File: config.mk
export PLATFORM = sky130hd
export DESIGN_NAME = min_second_min_serial_cnu_flat
export DESIGN_NICKNAME = d
export VERILOG_FILES = /design/src/rtl/min_second_min_serial_cnu_if.sv /design/src/rtl/min_second_min_serial_cnu.sv /design/src/flat_wrapper.sv
export SDC_FILE = /design/constraint.sdc
export NUM_CORES = 1
export LEC_CHECK = 0
export CAP_MARGIN = 10
export CORE_ASPECT_RATIO = 0.7
export CORE_MARGIN = 10
export CORE_UTILIZATION = 30
export DETAILED_ROUTE_END_ITERATION = 8
export GPL_ROUTABILITY_DRIVEN = 0
export GPL_TIMING_DRIVEN = 0
export PLACE_DENSITY = 0.44
export SYNTH_ARGS = -nofsm -noshare
export SYNTH_HDL_FRONTEND = slang
export SYNTH_SLANG_ARGS = --single-unit
File: constraint.sdc
create_clock -name clk -period 4.91 [get_ports clk]
set_clock_uncertainty 0.1 [all_clocks]
set_input_delay 0.7365 -clock clk [delete_from_list [all_inputs] [get_ports clk]]
set_output_delay 0.7365 -clock clk [all_outputs]
set_load 0.01 [all_outputs]
File: src/rtl/min_second_min_serial_cnu_if.sv
`default_nettype none
// ============================================================================
//  Module   : min_second_min_serial_cnu_if
//  Purpose  : Bundle of the row handshake (start / in_valid / in_data) and the
//             result bus of the serial min / second-min check-node unit.
//  Ports    : start, in_valid, in_data       driven by the master (producer)
//             busy, done, min_mag, second_mag,
//             min_pos, sign_prod             driven by the slave (CNU)
//  Revision : 1.0 - initial release
// ============================================================================
interface min_second_min_serial_cnu_if #(
  parameter int DEG = 6,
  parameter int W   = 32
);
  localparam int IDX_W = (DEG > 1) ? $clog2(DEG) : 1;

  logic             start;
  logic             in_valid;
  logic [W-1:0]     in_data;
  logic             busy;
  logic             done;
  logic [W-2:0]     min_mag;
  logic [W-2:0]     second_mag;
  logic [IDX_W-1:0] min_pos;
  logic             sign_prod;

  modport master (
    output start, in_valid, in_data,
    input  busy, done, min_mag, second_mag, min_pos, sign_prod
  );

  modport slave (
    input  start, in_valid, in_data,
    output busy, done, min_mag, second_mag, min_pos, sign_prod
  );
endinterface
`default_nettype wire

File: src/rtl/min_second_min_serial_cnu.sv
`default_nettype none
// ============================================================================
//  Module   : min_second_min_serial_cnu
//  Purpose  : Serial check-node unit. Accepts DEG sign-magnitude messages one
//             per valid beat and reports the smallest magnitude, its edge
//             index, the second-smallest magnitude and the XOR of all signs.
//  Ports    : clk        rising-edge clock
//             rst_n      asynchronous active-low reset
//             bus        slave side of min_second_min_serial_cnu_if
//                        (start, in_valid, in_data in; busy, done, min_mag,
//                        second_mag, min_pos, sign_prod out)
//  Revision : 1.0 - initial release
// ============================================================================
module min_second_min_serial_cnu #(
  parameter int DEG = 6,
  parameter int W   = 32
) (
  input  wire logic                   clk,
  input  wire logic                   rst_n,
  min_second_min_serial_cnu_if.slave  bus
);

  localparam int               IDX_W  = (DEG > 1) ? $clog2(DEG) : 1;
  localparam logic [IDX_W-1:0] c_last = IDX_W'(DEG - 1);
  localparam logic [W-2:0]     c_ones = '1;

  typedef enum logic [1:0] {
    IDLE  = 2'd0,
    ACCUM = 2'd1,
    DONE  = 2'd2
  } state_t;

  state_t           r_state;
  logic [IDX_W-1:0] r_cnt;
  logic [W-2:0]     r_min;
  logic [W-2:0]     r_second;
  logic [IDX_W-1:0] r_pos;
  logic             r_sign;

  logic             r_busy;
  logic             r_done;
  logic [W-2:0]     r_min_mag;
  logic [W-2:0]     r_second_mag;
  logic [IDX_W-1:0] r_min_pos;
  logic             r_sign_prod;

  logic [W-2:0]     w_mag;
  logic [W-2:0]     w_nxt_min;
  logic [W-2:0]     w_nxt_second;
  logic [IDX_W-1:0] w_nxt_pos;
  logic             w_nxt_sign;

  assign w_mag      = bus.in_data[W-2:0];
  assign w_nxt_sign = r_sign ^ bus.in_data[W-1];

  // Strict less-than against min: an equal magnitude never displaces the
  // current minimum, so min_pos keeps the first occurrence and the duplicate
  // falls through to the second-min slot.
  always_comb begin
    w_nxt_min    = r_min;
    w_nxt_second = r_second;
    w_nxt_pos    = r_pos;
    if (w_mag < r_min) begin
      w_nxt_second = r_min;
      w_nxt_min    = w_mag;
      w_nxt_pos    = r_cnt;
    end else if (w_mag < r_second) begin
      w_nxt_second = w_mag;
    end
  end

  always_ff @(posedge clk or negedge rst_n) begin
    if (!rst_n) begin
      r_state      <= IDLE;
      r_cnt        <= '0;
      r_min        <= c_ones;
      r_second     <= c_ones;
      r_pos        <= '0;
      r_sign       <= 1'b0;
      r_busy       <= 1'b0;
      r_done       <= 1'b0;
      r_min_mag    <= '0;
      r_second_mag <= '0;
      r_min_pos    <= '0;
      r_sign_prod  <= 1'b0;
    end else begin
      case (r_state)
        IDLE: begin
          if (bus.start) begin
            r_state  <= ACCUM;
            r_busy   <= 1'b1;
            r_cnt    <= '0;
            r_min    <= c_ones;
            r_second <= c_ones;
            r_pos    <= '0;
            r_sign   <= 1'b0;
          end
        end

        ACCUM: begin
          if (bus.in_valid) begin
            r_min    <= w_nxt_min;
            r_second <= w_nxt_second;
            r_pos    <= w_nxt_pos;
            r_sign   <= w_nxt_sign;
            r_cnt    <= r_cnt + 1'b1;
            // Results are taken from the next-state values so the last beat
            // is folded in on the same edge that ends the row.
            if (r_cnt == c_last) begin
              r_state      <= DONE;
              r_done       <= 1'b1;
              r_min_mag    <= w_nxt_min;
              r_second_mag <= w_nxt_second;
              r_min_pos    <= w_nxt_pos;
              r_sign_prod  <= w_nxt_sign;
            end
          end
        end

        DONE: begin
          r_state <= IDLE;
          r_done  <= 1'b0;
          r_busy  <= 1'b0;
        end

        default: begin
          r_state <= IDLE;
          r_done  <= 1'b0;
          r_busy  <= 1'b0;
        end
      endcase
    end
  end

  assign bus.busy       = r_busy;
  assign bus.done       = r_done;
  assign bus.min_mag    = r_min_mag;
  assign bus.second_mag = r_second_mag;
  assign bus.min_pos    = r_min_pos;
  assign bus.sign_prod  = r_sign_prod;

endmodule
`default_nettype wire
File: src/flat_wrapper.sv
// flat-port wrapper written by rule: the top's interface ports become plain ports
module min_second_min_serial_cnu_flat 
#(
  parameter int DEG = 6,
  parameter int W   = 32
)
  (clk, rst_n, bus_start, bus_in_valid, bus_in_data, bus_busy, bus_done, bus_min_mag, bus_second_mag, bus_min_pos, bus_sign_prod);
  min_second_min_serial_cnu_if #(.DEG(DEG), .W(W)) bus_i ();
  input  wire logic clk;
  input  wire logic rst_n;
  input wire logic [$bits(bus_i.start)-1:0] bus_start;
  input wire logic [$bits(bus_i.in_valid)-1:0] bus_in_valid;
  input wire logic [$bits(bus_i.in_data)-1:0] bus_in_data;
  output wire logic [$bits(bus_i.busy)-1:0] bus_busy;
  output wire logic [$bits(bus_i.done)-1:0] bus_done;
  output wire logic [$bits(bus_i.min_mag)-1:0] bus_min_mag;
  output wire logic [$bits(bus_i.second_mag)-1:0] bus_second_mag;
  output wire logic [$bits(bus_i.min_pos)-1:0] bus_min_pos;
  output wire logic [$bits(bus_i.sign_prod)-1:0] bus_sign_prod;
  assign bus_i.start = bus_start;
  assign bus_i.in_valid = bus_in_valid;
  assign bus_i.in_data = bus_in_data;
  assign bus_busy = bus_i.busy;
  assign bus_done = bus_i.done;
  assign bus_min_mag = bus_i.min_mag;
  assign bus_second_mag = bus_i.second_mag;
  assign bus_min_pos = bus_i.min_pos;
  assign bus_sign_prod = bus_i.sign_prod;
  min_second_min_serial_cnu #(.DEG(DEG), .W(W)) u_core (.clk(clk), .rst_n(rst_n), .bus(bus_i));
endmodule
* After elaboration in Yosys (flattened, before gate mapping)
Cells that the tools add are included.
** Operators by class
- Eq/ne operators :: 5
- Order comparisons :: 2
- Reduce and logical (&&, ||, !) cells :: 7
- Add/subtract/negate cells :: 1
- Multiplexer cells :: 26
- Bitwise logic cells :: 3
** Operator list (number)
- 31-bit 2-to-1 mux :: 6
- 31-bit one-hot mux with 2 select lines :: 2
- 31-bit less-than comparator :: 2
- 3-bit 2-to-1 mux :: 4
- 3-bit one-hot mux with 2 select lines :: 2
- 3-bit AND reduction :: 4
- 2-bit 2-to-1 mux :: 3
- 1-bit one-hot mux with 2 select lines :: 3
- 1-bit 2-to-1 mux :: 5
- 2-bit inequality test (second input constant) :: 2
- 2-bit one-hot mux with 2 select lines :: 1
- 3-bit by 1-bit adder with 3-bit output (second input constant) :: 1
- 3-bit == test (second input constant) :: 1
- 2-bit by 1-bit == test with 1-bit output (second input constant) :: 1
- 2-bit zero test :: 1
- 2-bit by 1-bit inequality test with 1-bit output (second input constant) :: 1
- 1-bit NOT :: 2
- 2-bit AND reduction :: 1
- 2-bit nonzero test :: 1
- 1-bit XOR :: 1
** Storage, ports and cells
- Bits of input ports :: 36
- Output and inout bits :: 68
- Bits in registers :: 139
- Logic and storage cells :: 56

* Logic depth before layout (Yosys ltp)
Gate-level depths: netlist (run 1).
- Depth in word-level cells :: 5
- Depth in mapped cells :: 11
- Gate-level depth less buffers :: 9

* Worst setup path before layout (run 1)
OpenSTA, ideal clock, no wires.
- Kind :: input to register
- Start point :: input bus_in_data[29]
- End point :: register u_core.r_second_mag[10] (netlist: u_core.bus.second_mag[10])
- Data required time :: 4.681 ns
- Stages :: 9
- Path slack :: 2.095 ns
- Library setup time :: 0.129 ns
- Path buffers :: 1
- Arrival time :: 2.586 ns
- Path through :: ha_1 > a21oi_2 > nand2_1 > a221o_1 > a211o_1 > a21oi_4 > buf_8 > mux2i_1 > a211oi_2
** Between the ends
- Longest elaborated chain between the ends :: 3
- Elaborated cells between the ends (all ways) :: 4
- Those cells by class :: order compare: 2; mux: 2
** Ends and longest elaborated chain
- start, declared :: RTL line flat_wrapper.sv:13 : input wire logic [$bits(bus_i.in_data)-1:0] bus_in_data;
- 31-bit less-than comparator :: RTL line min_second_min_serial_cnu.sv:67 : end else if (w_mag < r_second) begin
- 31-bit 2-to-1 mux :: RTL line min_second_min_serial_cnu.sv:67
- 31-bit 2-to-1 mux (*) :: RTL line min_second_min_serial_cnu.sv:63 : if (w_mag < r_min) begin
- end signal, assigned :: RTL line min_second_min_serial_cnu.sv:113 : r_second_mag <= w_nxt_second;
- end, declared :: RTL line min_second_min_serial_cnu.sv:43 : logic [W-2:0] r_second_mag;
Mark *: on every way between the ends. The rest lies on a longest branch, timed or not.
A chain may end at the register's enable or synchronous reset.

* Final worst setup path (run 1)
- Start point :: input bus_in_data[14]
- End point :: register u_core.r_second[27]
** Between the ends
- Longest elaborated chain between the ends :: 5
- Elaborated cells between the ends (all ways) :: 6
- Those cells by class :: order compare: 2; mux: 4
** Ends and longest elaborated chain
- 31-bit less-than comparator :: RTL line min_second_min_serial_cnu.sv:67
- 31-bit 2-to-1 mux :: RTL line min_second_min_serial_cnu.sv:67
- 31-bit 2-to-1 mux (*) :: RTL line min_second_min_serial_cnu.sv:63
- 31-bit 2-to-1 mux (*) :: RTL line min_second_min_serial_cnu.sv:101 : if (bus.in_valid) begin
- 31-bit one-hot mux with 2 select lines (*) :: RTL line min_second_min_serial_cnu.sv:87 : case (r_state)
- end signal, assigned :: RTL line min_second_min_serial_cnu.sv:77 : r_second <= c_ones;
- end signal, assigned :: RTL line min_second_min_serial_cnu.sv:94 : r_second <= c_ones;
- end signal, assigned :: RTL line min_second_min_serial_cnu.sv:103 : r_second <= w_nxt_second;
- end, declared :: RTL line min_second_min_serial_cnu.sv:36 : logic [W-2:0] r_second;
Mark *: on every way between the ends. The rest lies on a longest branch, timed or not. The select of a mux whose other input is x is not followed.

==> summary by stage, run 1 <==
Yosys
After synthesis, the most frequently instantiated cells are nand2_1, nor3_1, dfrtp_1, nor2_1, inv_1. The cell type contributing the most total cell area after synthesis is dfrtp_1. The register bit total from synthesis is roughly 140. The most used flip-flop cell after synthesis is dfrtp_1.

Averaged over all synthesized cells, the footprint is 9.53 um2. The share of the Yosys chip area taken by registers is about 43%. For this run, the number of Yosys warnings is 0. Of all flip-flops after synthesis, the portion carrying an async set or reset was 100%. The area share of the largest cell type after synthesis is 23.1%. Counting distinct cell types in the post-synthesis netlist gives 50. The synthesized design contains 0 enable-type register cells. The cell area that synthesis handed to floorplanning was roughly 0.0083 mm2. In the post-synthesis netlist, the biggest area contributors are dfrtp_1, dfstp_2, ha_1, nor3_1, nand2_1. The number of nets handed over by synthesis was 973.

The synthesized instance count is just under 900. The most common cell in the synthesized netlist is nand2_1.

Timing
The minimum clock period is 4.01 ns. In this run the tightest slew margin relative to its limit is approximately 46%. At the pin with the least slew margin, the transition time is approximately 0.81 ns. The count of pins over their slew limit was 0. The number of setup violations in the final report is 0. Derived from the worst setup path, the maximum achievable clock frequency is 249 MHz.

Adding up every negative setup slack in the final design gives 0 ns. The final number of hold-violating endpoints is 0. Setup repair after global routing left no endpoint under its margin. The post-route clock period utilization is between 80% and 90%.

Finish
Cells fill around two fifths of the core in the end. In the final layout, the share of cells above drive strength 1 is between 10% and 20%. The number of antenna diodes in the final layout is 0. Relative to the synthesized area, the layout overhead comes to 25.1%.

The layout net count is 1096.

Global route
For this run, the total global-route usage over all layers was measured as ~17%. After global routing the overflow that remains totals 0. The maximum number of pins on one net before global-route repair is 86. The number of antenna violations at the first check in global routing is 0. The number of global-route vias before repair came to between 7000 and 8000. The wire length of the first global-routing pass is around 46000 um.

Worst setup path
The critical path's largest stage delay is approximately 0.67 ns. The sort of element at the start of the critical path is a primary input. The signal on the critical path passes through clkdlybuf4s50_1 -> ha_1 -> a21oi_1 -> o21ai_0 -> a221oi_1 -> o211ai_1 -> o21ai_4 -> clkbuf_1 -> nor3_1 -> a211oi_2.

For the worst flop-to-flop path, the logic depth is 10. The kind of critical path is in -> reg. Of all nets on the critical path, the largest fanout is 10. The worst endpoint data arrival time is 4.26 ns. The buffers plus inverters on the worst setup path is 2. The element type at the critical path end is a flop. The number of logic stages on the critical path including buffering is 10.

Broken down by cell family, the worst path's largest delay share belongs to compound AO/OA/AOI/OAI gates. On the critical path, the stage with the largest delay is an instance of clkdlybuf4s50_1. At the worst endpoint, the required time is roughly 5.2 ns.

Pwr
The analysis attributes to cell leakage a power of approximately 0.0046 uW. For this design the ratio of total power to cell area is 694 mW/mm2. The worst-case vdd ir drop is 351 uV. The overall power of the completed layout is ~7200 uW.

Outcome
The flow ran to the end, and the final reports show no timing, DRC or antenna violations.

Routing
The detail route stage leaves a number of antenna-violating nets equal to 0. The final wirelength is between 20000 and 30000 um. The count of unresolved DRC violations after routing is 0.

The number of detailed-routing iterations run before antenna repair is 5. The via count is approximately 7000. After detailed routing, the average wire length per cell comes to roughly 22 um. The number of DRC markers in iteration 0 is 441. The average via count per standard cell is between 5 and 6.

Clocking
In this run, post-CTS repair resized a total of 0 instances. The clock net in this run drives a total of approximately 140 sinks. The buffer cell driving the clock tree root is clkbuf_16. The clock network latency to the later pin of the worst-skew pair is roughly 0.44 ns. The number of H-tree levels is 4. After clock tree synthesis, the clock-pin slew on the worst setup and hold paths is 0.06 ns.

Counting the buffers created by CTS gives 17. TritonCTS built the clock tree. The post-CTS setup buffer count is 0. The longest clock path from root to sink contains 2 buffers. After clock tree synthesis, the flow added hold-fix buffers numbering 0.

Place
In this run the tool buffered the top-level ports with between 100 and 150 buffer cells. Once detailed placement completed, the half-perimeter wirelength came to 21100 um.

Die
The floorplan step set the die width to 219 um. The die covers between 0.03 and 0.04 mm2. The placeable core area is between 0.02 and 0.03 mm2. The initialized floorplan defines 50 standard-cell rows. The initial standard-cell utilization of the core is 30.9%. In this run the vertical extent of the chip is 160 um.

The number of top-level pins is roughly 100.

Job
The tool flagged a number of max-cap violations equal to 0.

Hold path
The path class of the tightest hold or removal check is in -> async.
-- worst register-to-register path: stages (launching register included) --
cell	delay, ns
dfstp_2	0.60
inv_1	0.08
ha_1	0.29
a21oi_1	0.14
o21ai_0	0.16
a221oi_1	0.42
o211ai_1	0.35
o21ai_4	0.50
clkbuf_1	0.59
nor3_1	0.16
a211oi_2	0.23
-- registers in the layout (all words and copies together), names as in the netlist --
signal / flops
u_core.bus.min_mag: 31
u_core.bus.second_mag: 31
u_core.r_min: 31
u_core.r_second: 31
u_core.bus.min_pos: 3
u_core.r_cnt: 3
u_core.r_pos: 3
u_core.r_state: 2
u_core.bus.busy: 1
u_core.bus.done: 1
u_core.bus.sign_prod: 1
u_core.r_sign: 1
-- path summary, 6_finish.rpt --
kind | slack [ns] | start | end
min in group clk | 0.38 | u_core.r_second[0] | u_core.r_second[0]
min reg2reg | 0.38 | u_core.r_second[0] | u_core.r_second[0]
max | 0.90 | bus_in_data[14] | u_core.r_second[27]
max in group asynchronous | 3.66 | rst_n | u_core.r_second[27]
min | 0.15 | rst_n | u_core.bus.min_mag[10]
max reg2reg | 1.22 | u_core.r_min[14] | u_core.r_second[27]
-- cell type report --
| cell class | instances | area, um2 |
|---|---|---|
| Clock inverter | 12 | 123 |
| Inverter | 67 | 251 |
| Multi-Input combinational cell | 610 | 4100 |
| Buffer | 59 | 430 |
| Timing Repair Buffer | 104 | 1060 |
| Tap cell | 364 | 455 |
| Clock buffer | 20 | 457 |
| Sequential cell | 139 | 3560 |
| Fill cell | 2772 | 16600 |
-- metal layers --
metal | share of wire [%] | wire, um | global-route usage [%] | up-vias
li1 | - | - | - | 3402
met1 | 52 | 15300 | 25.8 | 3496
met2 | 42 | 12300 | 24.1 | 173
met3 | 6.0 | 1770 | 4.11 | 14
met4 | 0.73 | 215 | 3.81 | 0
met5 | 0 | 0 | 0 | -
-- layout by cell type, fill, tap and decap left out, types with 3 or more instances in the layout --
master and n:
a211oi_1 29, a211oi_2 29, a21oi_1 34, a221oi_1 3
a22o_1 3, a2bb2oi_1 31, a31oi_1 34, buf_2 19
buf_6 7, buf_8 3, clkbuf_1 20, clkbuf_16 17
clkbuf_8 11, clkdlybuf4s50_1 102, clkinv_2 5, clkinvlp_4 5
dfrtp_1 77, dfstp_2 62, ha_1 62, inv_1 66
mux2i_1 31, nand2_1 97, nand3_1 6, nand4_1 8
nor2_1 77, nor3_1 90, nor4_1 3, o21ai_0 13
o2bb2ai_1 5, or3_1 30
-- cell families (layout without fill, tap and decap cells) --
kind of cell    Yosys count  after routing  share of synthesized area, %
simple gates            317            317                          17.2
buf+inv                 126            262                          8.18
flops                   139            139                          42.6
mux                      31             31                          3.72
xor+xnor                  1              1                         0.105
fa+ha+maj                62             62                          9.30
compound gates          199            199                          18.9
-- power by group --
group	internal [uW]	switching [uW]	total (uW)
logic	1560	2090	3640
registers	1860	417	2280
clock network	769	550	1320
-- per-stage QoR --
stage	hold slack (ns)	setup slack, ns	cell area, um2	instances
after floorplan	0.341	2.10	8340	875
after global placement	0.373	-3.31	9830	1342
after detailed placement	0.375	0.555	9860	1343
after CTS	0.181	0.990	10400	1375
after global routing	0.187	0.682	10400	1375
final	0.155	0.900	10400	1375
No activity file was read; power rests on OpenSTA's default activity.
==> run 2, diff against run 1 <==
--- a/config.mk
+++ b/config.mk
@@ -12,7 +12,7 @@
 export DETAILED_ROUTE_END_ITERATION = 8
 export GPL_ROUTABILITY_DRIVEN = 0
 export GPL_TIMING_DRIVEN = 0
-export PLACE_DENSITY = 0.44
+export PLACE_DENSITY = 0.46
 export SYNTH_ARGS = -nofsm -noshare
 export SYNTH_HDL_FRONTEND = slang
 export SYNTH_SLANG_ARGS = --single-unit
==> constraint.sdc (replaced) <==
create_clock -name clk -period 3.25 [get_ports clk]
set_clock_uncertainty 0.1 [all_clocks]
set_input_delay 0.4875 -clock clk [delete_from_list [all_inputs] [get_ports clk]]
set_output_delay 0.4875 -clock clk [all_outputs]
set_load 0.01 [all_outputs]
==> summary by stage, run 2 (synthesized netlist as in run 1, its figures left out) <==
Routing
The routed wirelength normalized by instance count is roughly 21 um. The number of detailed-routing iterations run before antenna repair is 5. The count of unresolved DRC violations after routing is 0. After the first detailed-routing iteration, the DRC count stood at approximately 390.

Once detail routing completed, the nets flagged for antenna violations numbered 0. The average via count per standard cell is roughly 5.1. Wires add up to 28800 um.

The via count is approximately 7000.

Finish
The fraction of layout cells with a size suffix above 1 is roughly 18%. The post-synthesis to final-layout area growth is 26.5%. The post-route core utilization is 39.1%.

0 antenna diodes ended up in the layout. Leaving out fill and tap cells, the most frequent cells in the layout are nand2_1, clkdlybuf4s50_1, nor3_1. The final instance area is 0.0106 mm2. The layout net count is about 1100.

Clocking
The number of sinks handled by clock tree synthesis is about 140. In this run, post-CTS hold repair placed 0 buffers. In this run the number of H-tree levels came out at 4.

The largest buffer count on any clock path is 2. TritonCTS built the clock tree. The clock slew seen by the registers of the worst setup and hold paths is around 0.060 ns.

The total clock buffers created by CTS is 17. The cell sitting at the root of the clock tree is a clkbuf_16. The clock network latency to the later pin of the worst-skew pair is ~0.44 ns.

Global route
The overall fraction of global-route tracks in use is 16.7%. The maximum number of pins on one net before global-route repair is between 70 and 80. The wire length of the first global-routing pass is 45100 um.

The number of antenna violations at the first check in global routing came to 0. The number of global-route vias before repair is ~7200. The total congestion overflow is 0.

Timing
The smallest clock period supported by the final layout is computed as around 3.1 ns. Static timing analysis puts the maximum clock frequency at around 320 MHz. The number of setup violations in the final report is 0. Setup repair after global routing left no endpoint under its margin. The count of pins over their slew limit is 0.

The tightest slew margin relative to the limit is between 40 and 50%. The worst-case hold slack is -0.0146 ns. In the finished design, the share of the clock period the worst path needs comes to between 90 and 100%. The final setup slack of the worst path is between 0.1 and 0.15 ns.

At the pin with the least slew margin, the transition time is around 0.76 ns. The final number of hold-violating endpoints is 14.

Worst setup path
STA puts the critical path data required time at between 3 and 4 ns. The reg-to-reg startpoint is u_core.r_min[18]. The worst endpoint data arrival time is approximately 3.4 ns.

The kind of critical path is in -> reg. STA classifies the critical path endpoint as a flop. The start point of the critical path is bus_in_data[16]. STA classifies the critical path startpoint as a primary input. The peak fanout along the critical path is 10.

Pwr
The leakage power figure is 0.00475 uW. The areal power density over the cells is approximately 1000 mW/mm2. The overall power of the completed layout is about 11000 uW. VDD sags by at most around 550 uV.

Hold path
The type of the most critical hold path is in -> async.

Place
Prior to clock tree synthesis, the placed netlist has a worst setup slack of -0.773 ns. The post-place instance area is around 0.0099 mm2. The HPWL reported at the end of detailed placement is roughly 21000 um. During placement, the flow inserted port buffers numbering a little over 100.

Die
The number of top-level pins is approximately 100. The area of the die is between 0.03 and 0.04 mm2. After floorplanning, the core was divided into 50 placement rows. The die outline width is about 220 um. The core region is approximately 0.027 mm2. Once the floorplan was initialized, standard cells occupied a little under a third of the core.

The die height is 160 um.

Job
Across the run, the number of max-cap violations was 0.

Outcome
The flow ran to the end, but the final reports show violations. The checks that failed: negative hold slack.
run 2: cell types whose count changed in the layout (fill, tap and decap cells not counted), sizes merged:
| cell | before | now |
|---|---|---|
| clkbuf | 48 | 55 |
| clkdlybuf4s50 | 102 | 97 |
| clkinvlp | 5 | 0 |
| bufinv | 2 | 3 |
| dlymetal6s2s | 1 | 5 |
| buf | 32 | 36 |
run 2: metrics by stage:
step | instances | TNS (ns)
floorplan | 875 | 0
global placement | 1342 | -580.18
detailed placement | 1343 | -73.15
CTS | 1378 | 0
global route | 1381 | 0
finish | 1381 | 0
run 2: critical path: stages:
cell and delay [ns]:
clkdlybuf4s50_1 0.56, ha_1 0.38, nand4_1 0.15, nor4_2 0.33, nand2_1 0.19, o21ai_2 0.24, o21ai_4 0.09, o21ai_2 0.45
buf_2 0.36, a2bb2oi_1 0.11
run 2: timing repair:
action                     4_1_cts  5_1_grt
setup buffers                    3        3
setup endpoints to repair      109      120
gates resized for setup          6       15
pin swaps                        1        4
run 2: cell type report:
cell class | instances | area, um2
Fill cell | 2734 | 16500
Sequential cell | 139 | 3560
Multi-Input combinational cell | 610 | 4130
Tap cell | 364 | 455
Timing Repair Buffer | 110 | 1120
Buffer | 59 | 439
Clock inverter | 8 | 115
Inverter | 67 | 251
Clock buffer | 24 | 492
run 2: where the power goes:
group	internal [uW]	total (uW)	leakage (uW)	switching, uW
sequential	2810	3430	0.00152	624
clock	1280	2090	0.000304	806
combinational	2420	5560	0.00292	3130
run 2: path summary, 6_finish.rpt:
check                      slack, ns  cells after the start               endpoint
hold / removal                 -0.01                      1  u_core.bus.min_mag[9]
setup / recovery                0.14                     10       u_core.r_min[28]
max in group asynchronous       2.22                      2       u_core.r_min[28]
min in group clk                0.33                      2       u_core.r_min[18]
setup reg to reg                0.19                     10       u_core.r_min[28]
hold reg to reg                 0.39                      2     u_core.r_second[0]
run 2: metal layers:
layer  track usage [%]  routed length, um  vias up
met2              24.0              12300      151
met3              3.51               1450       21
li1                  -                  -     3401
met1              24.7              14800     3429
met5                 0                  0        -
met4              3.88                317        0
==> run 3, diff against run 2 <==
--- a/config.mk
+++ b/config.mk
@@ -8,11 +8,11 @@
 export CAP_MARGIN = 10
 export CORE_ASPECT_RATIO = 0.7
 export CORE_MARGIN = 10
-export CORE_UTILIZATION = 30
+export CORE_UTILIZATION = 35
 export DETAILED_ROUTE_END_ITERATION = 8
 export GPL_ROUTABILITY_DRIVEN = 0
 export GPL_TIMING_DRIVEN = 0
-export PLACE_DENSITY = 0.46
+export PLACE_DENSITY = 0.53
 export SYNTH_ARGS = -nofsm -noshare
 export SYNTH_HDL_FRONTEND = slang
 export SYNTH_SLANG_ARGS = --single-unit
==> summary by stage, run 3 (synthesized netlist as in run 1, its figures left out) <==
Outcome
The flow ran to the end, and the final reports show no timing, DRC or antenna violations.

Routing
The number of DRC markers in iteration 0 is roughly 460. For this run, design rule violations remaining after detail routing come to 0. Dividing the detail-routed wire length by the instance count gives 20.8 um. The count of nets left with antenna violations once routing finished came out at 0. The final wirelength is around 28000 um. The number of detailed-routing iterations run before antenna repair is 4. The via count is 7073. The average via count per standard cell is ~5.3.

Worst setup path
For the worst setup path, the data arrival time is 3.40 ns. The cell depth of the worst flop-to-flop path is 11. The required time of the critical path is between 3 and 4 ns.

The reg-to-reg startpoint is u_core.r_min[21]. The critical path capture point is u_core.r_second[29]. The peak fanout along the critical path is 10. STA classifies the critical path startpoint as a primary input. The worst-case register-to-register setup slack is 0.13 ns. The kind of critical path is in -> reg. The element type at the critical path end is a flop. Tracing the worst setup path back leads to its startpoint at bus_in_data[21].

The endpoint identified for the worst register-to-register timing path is u_core.r_second[29].

Timing
The minimum clock period is 3.17 ns. The final critical path takes up between 90% and 100% of the cycle. The final setup slack of the worst path is roughly 0.076 ns. For this run, the top clock speed supported by timing is between 300 and 400 MHz. The worst-case hold slack is roughly 0.33 ns. The count of pins over their slew limit is 0. Setup repair after global routing left no endpoint under its margin. In the final timing run, aggregate negative setup slack is 0 ns. The final number of hold-violating endpoints is 0. At the pin with the least slew margin, the transition time is between 0.8 and 0.9 ns. Headroom to the max-slew limit came out at a little over two fifths. Setup violations remaining at the end of the flow were counted as 0.

Global route
Entering global routing, the biggest net connects 81 pins. The number of global-route vias before repair is roughly 7300. The layer flagged by global routing as most heavily used is met1. The wire length of the first global-routing pass is around 44000 um. The fraction of met3 tracks used by global routing is ~3.9%.

The number of antenna violations at the first check in global routing is 0. The global-route track usage on met1 is 27.8%. The met2 capacity usage during global routing is between 20% and 30%.

The overall fraction of global-route tracks in use is between 10% and 20%. The total congestion overflow is 0.

Clocking
TritonCTS built the clock tree. Clock-pin slew was measured on the worst setup and hold paths at approximately 0.060 ns. The buffer cell driving the clock tree root is clkbuf_16. The H-tree generated during clock tree synthesis spans 4 levels. TritonCTS created 17 clock buffers. Counting along the longest clock path gives a buffer depth of 2. The clock network latency to the later pin of the worst-skew pair is roughly 0.43 ns. The number of sinks handled by clock tree synthesis is ~140.

Pwr
The relative contribution of sequential cells to total power is 30.8%. The worst-case vdd ir drop is 434 uV. Summed over all cells, the static leakage comes to between 0.004 and 0.005 uW. The areal power density over the cells is between 1000 and 1500 mW/mm2. The switching power total is around 4600 uW. The fraction of power spent switching nets is around 41%. The internal power component is 6600 uW. The part of the total power dissipated in combinational logic is around half.

The clock network power share is between 10% and 20%.

Place
The placement-stage worst setup slack is -0.701 ns. The post-place instance area is a little under 0.01 mm2. The number of I/O port buffers is slightly above 100. Counting tap cells, the placed design contains a total of roughly 1300 instances. After legalization and detailed placement, the total HPWL measured just under 20000 um.

Job
The max-cap check violation count is 0.

Die
The number of top-level pins is approximately 100. The floorplan row count is 47. After floorplanning, the core was sized to cover roughly 0.024 mm2. The area of the die is slightly above 0.03 mm2. The initial standard-cell utilization of the core is between 30% and 40%. The die is roughly 150 um tall. The floorplan step set the die width to 205 um.

Finish
The layout has roughly 2300 filler cells. Of the cells placed in the final design, the portion with a size suffix greater than 1 is between 10% and 20%. The count of cells in the finished layout, fillers not included, comes to 1335. The final instance area is between 0.01 and 0.015 mm2. The area growth from synthesis to layout is 26.7%. The library cell used most frequently in the layout, excluding fill and tap cells, is clkdlybuf4s50_1.

0 antenna diodes ended up in the layout. For this run, the post-layout net count is 1102. Leaving out fill and tap cells, the most frequent cells in the layout are clkdlybuf4s50_1, nand2_1, nor3_1.

Hold path
The type of the most critical hold path is in -> reg.
==> run 3: cell types whose count changed in the layout (fill, tap and decap cells not counted), moves of 2 or more <==
cell / change
clkdlybuf4s50_1: +2
a211oi_1: -5
dlymetal6s2s_1: -2
clkinvlp_4: +2
a211oi_2: +5
clkbuf_1: -3
==> run 3: what timing repair did <==
action | 4_1_cts | 5_1_grt
resized for setup | 7 | 26
pin swaps | 1 | 4
setup endpoints to repair | 65 | 123
setup buffers | 3 | 1
hold endpoints to repair | 34 | 0
cloned | 0 | 1
hold buffers | 1 | 0
==> run 3: layout make-up <==
| cell class | instances | area (um2) | share of cell area, % |
|---|---|---|---|
| Buffer | 59 | 444 | 4.20 |
| Tap cell | 318 | 398 | 3.76 |
| Clock buffer | 20 | 467 | 4.42 |
| Sequential cell | 139 | 3560 | 33.6 |
| Multi-Input combinational cell | 610 | 4170 | 39.4 |
| Inverter | 67 | 251 | 2.38 |
| Timing Repair Buffer | 110 | 1120 | 10.6 |
| Clock inverter | 12 | 169 | 1.60 |
==> run 3: worst min path at each step <==
stage / startpoint / endpoint / slack (ns) / depth (start not counted)
floorplan: rst_n / u_core.bus.busy / 0.09 / 0
global placement: u_core.r_second[0] / u_core.r_second[0] / 0.37 / 2
detailed placement: u_core.bus.sign_prod / u_core.bus.sign_prod / 0.37 / 2
CTS: u_core.r_second[0] / u_core.r_second[0] / 0.39 / 2
global route: bus_in_data[12] / u_core.r_min[12] / 0.33 / 2
finish: bus_in_data[12] / u_core.r_min[12] / 0.33 / 2
==> run 3: stage by stage <==
stage | util, % | power (uW)
after CTS | 44.6 | 11100
after global placement | 41.5 | 8860
final | 44.9 | 11200
after floorplan | - | 6620
after global routing | 44.9 | 12000
after detailed placement | 41.7 | 8900
==> run 3: power groups by stage <==
| stage | combinational, uW | clock, uW | sequential (uW) |
|---|---|---|---|
| floorplan | 3150 | 0 | 3470 |
| global placement | 5400 | 0 | 3460 |
| detailed placement | 5450 | 0 | 3450 |
| CTS | 5530 | 2170 | 3430 |
| global route | 6170 | 2260 | 3560 |
| finish | 5590 | 2130 | 3440 |
==> run 3: critical path, stage by stage <==
cell	delay (ns)
clkdlybuf4s50_1	0.54
ha_1	0.38
nand4_1	0.20
nor2_1	0.09
a221oi_2	0.28
o211ai_1	0.27
o21ai_4	0.34
buf_6	0.17
o31ai_4	0.12
buf_6	0.24
a211oi_1	0.28
==> run 3: metal layers <==
metal | wire [um] | up-vias
met3 | 1450 | 19
met2 | 11700 | 184
met5 | 0 | -
met4 | 219 | 0
li1 | - | 3404
met1 | 14400 | 3466
